[config.mk]
export PLATFORM = sky130hd
export DESIGN_NAME = timer
export DESIGN_NICKNAME = d
export VERILOG_FILES = /design/src/rtl/timer.sv
export SDC_FILE = /design/constraint.sdc
export NUM_CORES = 1
export LEC_CHECK = 0
export CAP_MARGIN = 20
export CORE_ASPECT_RATIO = 0.6
export CORE_UTILIZATION = 30
export DETAILED_ROUTE_END_ITERATION = 7
export DONT_BUFFER_PORTS = 1
export GPL_TIMING_DRIVEN = 0
export HOLD_SLACK_MARGIN = 0.05
export PLACE_DENSITY = 0.47
export SLEW_MARGIN = 20
export SYNTH_ARGS = -nofsm -noshare
export SYNTH_HDL_FRONTEND = slang
export SYNTH_SLANG_ARGS = --single-unit
[constraint.sdc]
create_clock -name clk -period 3.66 [get_ports clk]
set_input_delay 0.732 -clock clk [delete_from_list [all_inputs] [get_ports clk]]
set_output_delay 0.732 -clock clk [all_outputs]
set_load 0.01 [all_outputs]
[src/rtl/timer.sv]
// Programmable countdown timer: done rises after F x P enabled cycles (F = clk_freq, P = timer_period).
// Latency: done registered; it rises on the edge that completes the (F*P)-th enabled cycle.
// Backpressure: none; enable low pauses the count with no loss, done holds until reset.
module timer #(
  parameter int CFG_W = 4
) (
  input  logic             clk,
  input  logic             reset,
  input  logic             enable,
  input  logic [CFG_W-1:0] clk_freq,
  input  logic [CFG_W-1:0] timer_period,
  output logic             done
);

  typedef enum logic [1:0] {
    IDLE  = 2'd0,
    COUNT = 2'd1,
    DONE  = 2'd2
  } state_t;

  localparam logic [CFG_W-1:0] ZERO = '0;
  localparam logic [CFG_W-1:0] ONE  = CFG_W'(1);

  state_t           state_q, state_d;
  logic [CFG_W-1:0] f_q, f_d;
  logic [CFG_W-1:0] p_q, p_d;
  logic [CFG_W-1:0] presc_q, presc_d;
  logic [CFG_W-1:0] sec_q, sec_d;
  logic             done_q, done_d;

  // Zero configuration values behave as one.
  logic [CFG_W-1:0] f_eff, p_eff;
  // Operands of the one-cycle advance; in IDLE they come from the live inputs
  // and a cleared count, so the starting edge is counted as cycle 1.
  logic [CFG_W-1:0] base_f, base_p, base_presc, base_sec;
  logic [CFG_W-1:0] nxt_presc, nxt_sec;
  logic             sec_wrap, finish;

  // Advance the prescaler/second counter by one enabled cycle.
  always_comb begin
    f_eff      = (clk_freq == ZERO) ? ONE : clk_freq;
    p_eff      = (timer_period == ZERO) ? ONE : timer_period;
    base_f     = (state_q == IDLE) ? f_eff : f_q;
    base_p     = (state_q == IDLE) ? p_eff : p_q;
    base_presc = (state_q == IDLE) ? ZERO : presc_q;
    base_sec   = (state_q == IDLE) ? ZERO : sec_q;
    sec_wrap   = (base_presc == (base_f - ONE));
    nxt_presc  = sec_wrap ? ZERO : (base_presc + ONE);
    nxt_sec    = sec_wrap ? (base_sec + ONE) : base_sec;
    finish     = sec_wrap && (nxt_sec == base_p);
  end

  // Next-state logic: start on enable, count while enabled, park in DONE.
  always_comb begin
    state_d = state_q;
    f_d     = f_q;
    p_d     = p_q;
    presc_d = presc_q;
    sec_d   = sec_q;
    done_d  = done_q;
    case (state_q)
      IDLE: begin
        if (enable) begin
          f_d     = f_eff;
          p_d     = p_eff;
          presc_d = nxt_presc;
          sec_d   = nxt_sec;
          state_d = finish ? DONE : COUNT;
          done_d  = finish;
        end
      end
      COUNT: begin
        if (enable) begin
          presc_d = nxt_presc;
          sec_d   = nxt_sec;
          if (finish) begin
            state_d = DONE;
            done_d  = 1'b1;
          end
        end
      end
      DONE: begin
        done_d = 1'b1;
      end
      default: begin
        state_d = IDLE;
        done_d  = 1'b0;
      end
    endcase
  end

  // State registers with synchronous reset taking priority over everything.
  always_ff @(posedge clk) begin
    if (reset) begin
      state_q <= IDLE;
      f_q     <= '0;
      p_q     <= '0;
      presc_q <= '0;
      sec_q   <= '0;
      done_q  <= 1'b0;
    end else begin
      state_q <= state_d;
      f_q     <= f_d;
      p_q     <= p_d;
      presc_q <= presc_d;
      sec_q   <= sec_d;
      done_q  <= done_d;
    end
  end

  assign done = done_q;

endmodule

# After elaboration in Yosys (flattened, before gate mapping)
# Cells that the tools add are included.
totals:
  out_inout_bits: 1
  regBits: 19
  input_bits: 11
op_classes:
  addsub: 3
  n_mux: 17
  bitwise_logic: 1
  n_eq_ne: 7
  reduce_logical: 9
ops:
  columns: ["op", "count"]
  rows:
  - ["4-bit two-way mux", 8]
  - ["4-bit by 1-bit adder with 4-bit output (second input constant)", 2]
  - ["4-bit equality test", 2]
  - ["4-bit logical NOT", 2]
  - ["2-bit two-way mux", 4]
  - ["2-bit != test (second input constant)", 3]
  - ["2-bit case mux with 3 select lines", 1]
  - ["2-bit AND reduction", 2]
  - ["4-bit AND reduction", 1]
  - ["4-bit by 1-bit subtractor with 4-bit output (second input constant)", 1]
  - ["1-bit two-way mux", 3]
  - ["1-bit case mux with 3 select lines", 1]
  - ["3-bit AND reduction", 1]
  - ["2-bit by 1-bit equality test with 1-bit output (second input constant)", 1]
  - ["2-bit equality test (second input constant)", 1]
  - ["2-bit logical NOT", 1]
  - ["2-bit OR reduction", 1]
  - ["1-bit logical AND", 1]
  - ["1-bit inverter", 1]

# Longest topological paths before layout
# Gate-level depths: netlist of run 1.
depth:
  ltp_word: 11
  depth_mapped: 13

# Least setup slack after synthesis of run 1
# Ideal clock, no wire load.
synth_timing:
  path_kind: "flip-flop to flip-flop"
  start: "reg state_q[0]"
  end: "reg state_q[0]"
  t_required_ns: 3.527
  setup_time_ns: 0.133
  setup_slack_ns: 1.073
  n_path_buf: 3
  path_stages_with_launch: 14
  arrival_time_ns: 2.454
  path_cell_list: "dfxtp_1 inv_1 ha_1 buf_6 buf_2 buf_2 nor2b_1 ha_1 xor2_1 nor3_1 a21oi_1 a2111oi_4 nand3b_1 nor4b_1"
synth_between:
  elab_chain_len: 10
synth_rtl:
  columns: ["element", "line", "text"]
  rows:
  - ["start, declared", "24", "state_t state_q, state_d;"]
  - ["start signal, assigned", "102", "state_q <= state_d;"]
  - ["2-bit logical NOT", null, null]
  - ["4-bit two-way mux", "43", "base_f = (state_q == IDLE) ? f_eff : f_q;"]
  - ["4-bit by 1-bit subtractor with 4-bit output", "47", "sec_wrap = (base_presc == (base_f - ONE));"]
  - ["4-bit equality test", "47", null]
  - ["4-bit two-way mux", "49", "nxt_sec = sec_wrap ? (base_sec + ONE) : base_sec;"]
  - ["4-bit equality test", "50", "finish = sec_wrap && (nxt_sec == base_p);"]
  - ["1-bit logical AND", "50", null]
  - ["2-bit two-way mux", "68", "state_d = finish ? DONE : COUNT;"]
  - ["2-bit two-way mux", "63", "if (enable) begin"]
  - ["2-bit case mux with 3 select lines", "61", "case (state_q)"]
# Several ways; a longest one is shown, not always the timed one. The select of a mux whose other input is x is not followed.
# A chain may end at the register's enable or synchronous reset.

# Worst setup path after layout of run 1
layout_timing:
  start: "reg state_q[1]"
  end: "reg state_q[1]"
# The elaborated chain is that of the path after synthesis.

==> results of run 1 <==
==> final cells by class <==
type / instances / area, um^2 / area share (%)
multi-input cells: 125 / 816 / 59.0
flip-flops and latches: 19 / 380 / 27.5
well taps: 57 / 71.3 / 5.15
clock buffers: 4 / 45.0 / 3.25
plain buffers: 8 / 45.0 / 3.25
inverters: 7 / 26.3 / 1.90
==> layer usage <==
metal / GRT usage (%) / vias up / share of wire (%)
met5: 0 / - / 0
met4: 1.67 / 0 / 0
met3: 4.72 / 0 / 6.5
met2: 22.6 / 26 / 38
met1: 24.8 / 535 / 55
li1: - / 579 / -
==> worst max-delay path by stage <==
stage                             from                 endpoint  slack, ps
3_3_place_gp   state_q[0]$_SDFFE_PP0P_  state_q[1]$_SDFFE_PP0P_        720
5_1_grt        state_q[1]$_SDFFE_PP0P_  state_q[1]$_SDFFE_PP0P_        420
3_5_place_dp   state_q[1]$_SDFFE_PP0P_  state_q[0]$_SDFFE_PP0P_        680
2_1_floorplan  state_q[0]$_SDFFE_PP0P_  state_q[0]$_SDFFE_PP0P_       1070
6_report       state_q[1]$_SDFFE_PP0P_  state_q[1]$_SDFFE_PP0P_        660
4_1_cts        state_q[1]$_SDFFE_PP0P_  state_q[1]$_SDFFE_PP0P_        670
==> power breakdown <==
group | switching, mW | internal, mW
logic | 0.0705 | 0.0425
registers | 0.0110 | 0.218
clock network | 0.0732 | 0.0775
==> cells in the final DEF (no fill, tap or decap), drive strengths merged, types with 3 or more instances in the layout <==
| master | n |
|---|---|
| inv | 7 |
| o211ai | 5 |
| nor2b | 5 |
| clkbuf | 7 |
| o21ai | 3 |
| buf | 5 |
| xnor2 | 5 |
| xor2 | 4 |
| ha | 6 |
| nand3 | 3 |
| nor2 | 12 |
| nand2 | 23 |
| dfxtp | 19 |
| a21oi | 16 |
| nor3 | 12 |
| nand2b | 4 |
==> state kept, by name, summed over array words and instances (netlist names) <==
register,cells
presc_q,4
f_q,4
p_q,4
done,1
sec_q,4
state_q,2
==> critical path, cell delays in order, from the launching register on <==
cell,delay [ps]
dfxtp_1,350
inv_1,90
ha_1,160
buf_6,140
buf_2,230
buf_2,270
nor2b_1,80
ha_1,370
xor2_1,160
nor3_1,140
a21oi_1,90
a2111oi_4,440
nand3b_1,150
a211oi_1,220
==> cells by family after synthesis <==
family / count (synthesis) / synth area share (%)
AO/OA/AOI/OAI: 42 / 25.1
XOR/XNOR: 9 / 6.22
adder cells (fa/ha/maj): 6 / 5.92
buffers and inverters: 15 / 5.63
flip-flops: 19 / 30.0
AND/OR/NAND/NOR: 68 / 27.1
==> stage by stage <==
| stage | hold slack [ps] | total power [mW] |
|---|---|---|
| 4_1_cts | 477 | 0.497 |
| 5_1_grt | 499 | 0.522 |
| 3_3_place_gp | 462 | 0.344 |
| 3_5_place_dp | 467 | 0.346 |
| 2_1_floorplan | 446 | 0.321 |
| 6_report | 472 | 0.493 |
==> results_dict.tcl, run 1 <==
set metrics [dict create \
    status "finished, final reports clean" \
    ff2ff_path_depth 13 \
    slew_headroom_pct 59.2 \
    cts_setup_buffers 0 \
    cts.reportedPaths.clkPinSlew_ps 70 \
    clkLatencyLatePin_ps 260 \
    cp_data_arrival_time_ps 3170 \
    syn_nets 176 \
    drt-initial-drc-count 66 \
    r2r_setup_slack_ps 660 \
    initial_core_util_pct 32.9 \
    ys_ff_latch 19 \
    yosysMostFrequentCell "nand2_1" \
    cts_tree "done" \
    grt_pass1_vias 1077 \
    skew_ps 7.63 \
    ctsHoldBuffers 0 \
    leakagePower_nw 0.489 \
    required_ps 3830 \
    instances_no_fill 220 \
    post-route-period-util_pct 81.8 \
    dp_cells 216 \
    io_pins 12 \
    place_area_mm2 0.00134 \
    finalSetupViolations 0 \
    io_buffers 0 \
    whs_path_depth 2 \
    final_layout_size_suffix_gt1_share_pct 8.59 \
    rsz0062_at_grt "no" \
    htreeDepth 1 \
    crit_type "reg2reg" \
    ys_types 40 \
    async_flop_share_pct 0 \
    worst_slack_ps 664 \
    cts_resized 0 \
    cts-buffers-inserted 3 \
    antennaDiodeCount 0 \
    grt_max_degree 11 \
    die_h_um 52.4 \
    dieArea_mm2 0.00450 \
    yosysWarnings 0 \
    clock_sinks 19 \
    grt_pass1_wl_um 5450 \
    syn_area_mm2 0.00127 \
    gp_congestion 0.759 \
    fmax_mhz 334 \
    hp-class "reg2reg" \
    viasPerCell 5.18 \
    cellPowerDensity_mw_per_mm2 356 \
    wl_um 3250 \
    antenna_found_initial 0 \
    synth.area.top_cells "dfxtp_1 (30%), nand2_1 (6.8%), a21oi_1 (6.3%)" \
    drv_cap 0 \
    synth_edf_count 0 \
    clockBufferDepth 2 \
    chipWidth_um 85.9 \
    rows 17 \
    critPathMaxFanout 10 \
    fin_setup_tns_ps 0 \
    yosysSeqAreaShare_pct 30.0 \
    synth_top_area_share_pct 30.0 \
    end_kind "flip-flop" \
    gr-total-overflow 0 \
    yosys-top-cells-count "nand2_1 (23), dfxtp_1 (19), a21oi_1 (16)" \
    fin_util_pct 35.9 \
    synthFlopType "dfxtp_1" \
    slew_viol_final 0 \
    grt_usage_pct 16.3 \
    ant_nets 0 \
    final_area_mm2 0.00138 \
    root_buffer "clkbuf_8" \
    min_to "f_q[3]$_SDFFE_PP0P_" \
    via_count 1140 \
    syn2layout_area_growth_pct 9.18 \
    dr.pass1.iters 4 \
    worst_slew_pin_slew_ps 609 \
    place_hpwl_um 2480 \
    syn_inst 159 \
    post_drt_wl_per_cell_um 14.8 \
    yosysTopAreaCell "dfxtp_1" \
    finish.net_count 181 \
    period_minus_slack_ps 3000 \
    min_from "f_q[3]$_SDFFE_PP0P_" \
    coreArea_mm2 0.00385 \
    hold_viol 0 \
    drc_errors 0 \
    reg2reg_from "state_q[1]$_SDFFE_PP0P_" \
    n_fill_cell 409 \
    ir_worst_vdd_v 0.000175 \
    r2r_end "state_q[1]$_SDFFE_PP0P_" \
    start_kind "flip-flop" \
    pre_cts_slack_ps 677 \
    syn_area_per_cell_um2 7.97 \
]
No activity file was read; power rests on OpenSTA's default activity.
==> inputs of run 2 (changes only) <==
Clock period 3.66 ns to 2.8 ns, I/O delays scaled along.
==> results_dict.tcl, run 2 (synthesized netlist as in run 1, its figures left out) <==
set metrics [dict create \
    grt_pass1_vias 1077 \
    clkLatencyLatePin_ps 260 \
    final_cell_mix "nand2_1 (23), dfxtp_1 (17), a21oi_1 (16)" \
    grt_pass1_wl_um 5450 \
    startpoint "state_q[0]$_SDFFE_PP0P_" \
    pre_cts_slack_ps -183 \
    start_kind "flip-flop" \
    root_buffer "clkbuf_8" \
    clock_sinks 19 \
    n_fill_cell 407 \
    cp_data_arrival_time_ps 2780 \
    hp-class "in2reg" \
    critPathMaxStageDelay_ps 350 \
    cellPowerDensity_mw_per_mm2 461 \
    cts.reportedPaths.clkPinSlew_ps 80 \
    final_area_mm2 0.00141 \
    grt_usage_pct 16.3 \
    hold_viol 0 \
    viasPerCell 5.15 \
    critPathTopFamily "compound AO/OA/AOI/OAI gates" \
    chipWidth_um 85.9 \
    cpMaxStageDelayCell "dfxtp_2" \
    worst_slack_ps 219 \
    finalPower_mw 0.649 \
    rows 17 \
    leakagePower_nw 0.501 \
    slew_viol_final 0 \
    dieArea_mm2 0.00450 \
    coreArea_mm2 0.00385 \
    worst_slew_pin_slew_ps 592 \
    antenna_found_initial 0 \
    initial_core_util_pct 32.9 \
    fin_setup_tns_ps 0 \
    skew_ps 6.60 \
    slew_headroom_pct 60.4 \
    post_drt_wl_per_cell_um 14.6 \
    crit_path_frequent_cell "ha_1" \
    drc_errors 0 \
    wl_um 3220 \
    cts-buffers-inserted 3 \
    cts_tree "done" \
    dr.pass1.iters 4 \
    holdWs_ps 434 \
    end_kind "flip-flop" \
    final_common_cell "nand2_1" \
    io_pins 12 \
    grt_max_degree 11 \
    fmax_mhz 388 \
    io_buffers 0 \
    die_h_um 52.4 \
    ant_nets 0 \
    crit_type "reg2reg" \
    gr-total-overflow 0 \
    crit_end "done$_SDFFE_PP0P_" \
    r2r_end "done$_SDFFE_PP0P_" \
    finalSetupViolations 0 \
    cp.depth 13 \
    gp_congestion 0.759 \
    htreeDepth 1 \
    finish.net_count 181 \
    reg2reg_from "state_q[0]$_SDFFE_PP0P_" \
    place_area_mm2 0.00134 \
    via_count 1132 \
    final_layout_size_suffix_gt1_share_pct 10.4 \
    crit_chain "inv_1, ha_1, buf_12, buf_6, nor2b_1, ha_1, xor2_1, nor3_1, a21oi_1, a2111oi_4, buf_4, o221ai_1, o2bb2ai_1" \
    syn2layout_area_growth_pct 11.2 \
    critPathMaxFanout 19 \
    ff2ff_path_depth 13 \
    ir_worst_vdd_v 0.000224 \
    clockBufferDepth 2 \
    drt-initial-drc-count 46 \
    period_minus_slack_ps 2580 \
    drv_cap 0 \
    r2r_setup_slack_ps 220 \
    status "finished, final reports clean" \
    required_ps 3000 \
    place_hpwl_um 2480 \
    antennaDiodeCount 0 \
    cp_num_buf_inv 4 \
    post-route-period-util_pct 92.2 \
]
[run 2: cell counts in the layout (fill, tap and decap cells not counted)]
No cell type changed its count.
[run 2: metrics by stage]
step	instances	util (%)
2_1_floorplan	159	-
3_3_place_gp	216	34.8
3_5_place_dp	216	34.8
4_1_cts	220	36.0
5_1_grt	220	36.6
6_report	220	36.6
[run 2: per-layer routing]
layer,global-route usage (%),up-vias,wire (um)
met4,1.67,0,0
met5,0,-,0
met3,4.72,0,138
li1,-,576,-
met1,24.8,535,1860
met2,22.6,21,1220
[run 2: worst min path at each step]
stage	cells after the start	to	slack [ps]	from
2_1_floorplan	2	presc_q[0]$_SDFFE_PP0P_	450	presc_q[0]$_SDFFE_PP0P_
3_3_place_gp	2	p_q[3]$_SDFFE_PP0P_	460	p_q[3]$_SDFFE_PP0P_
3_5_place_dp	2	f_q[3]$_SDFFE_PP0P_	470	f_q[3]$_SDFFE_PP0P_
4_1_cts	2	f_q[3]$_SDFFE_PP0P_	430	clk_freq[3]
5_1_grt	2	f_q[2]$_SDFFE_PP0P_	440	clk_freq[2]
6_report	2	f_q[3]$_SDFFE_PP0P_	430	clk_freq[3]
[run 2: layout make-up]
class / count / area [um^2] / area share [%]
multi-input combinational: 125 / 821 / 58.3
clock buffer: 4 / 45.0 / 3.20
buffer: 7 / 55.1 / 3.91
tap: 57 / 71.3 / 5.06
timing repair buffer: 1 / 7.51 / 0.533
inverter: 7 / 26.3 / 1.87
sequential: 19 / 383 / 27.2
[run 2: power breakdown]
part	total [mW]	switching [mW]	internal, mW
clock	0.196	0.0950	0.101
sequential	0.300	0.0147	0.285
combinational	0.153	0.0925	0.0602
total	0.649	0.202	0.447
[run 2: worst reg2reg max path: cells and delay by family, from the launching register on]
kind | cells | cell delay [ps]
AND/OR/NAND/NOR | 2 | 260
buffers and inverters | 4 | 550
AO/OA/AOI/OAI | 4 | 690
flip-flops | 1 | 350
XOR/XNOR | 1 | 160
adder cells (fa/ha/maj) | 2 | 520
[run 2: what timing repair did]
action | CTS | global route
endpoints found under the setup margin | 3 | 3
pin swaps | 1 | 2
buffers inserted | 0 | 1
gates resized for setup | 1 | 6
hold buffers | 0 | 0
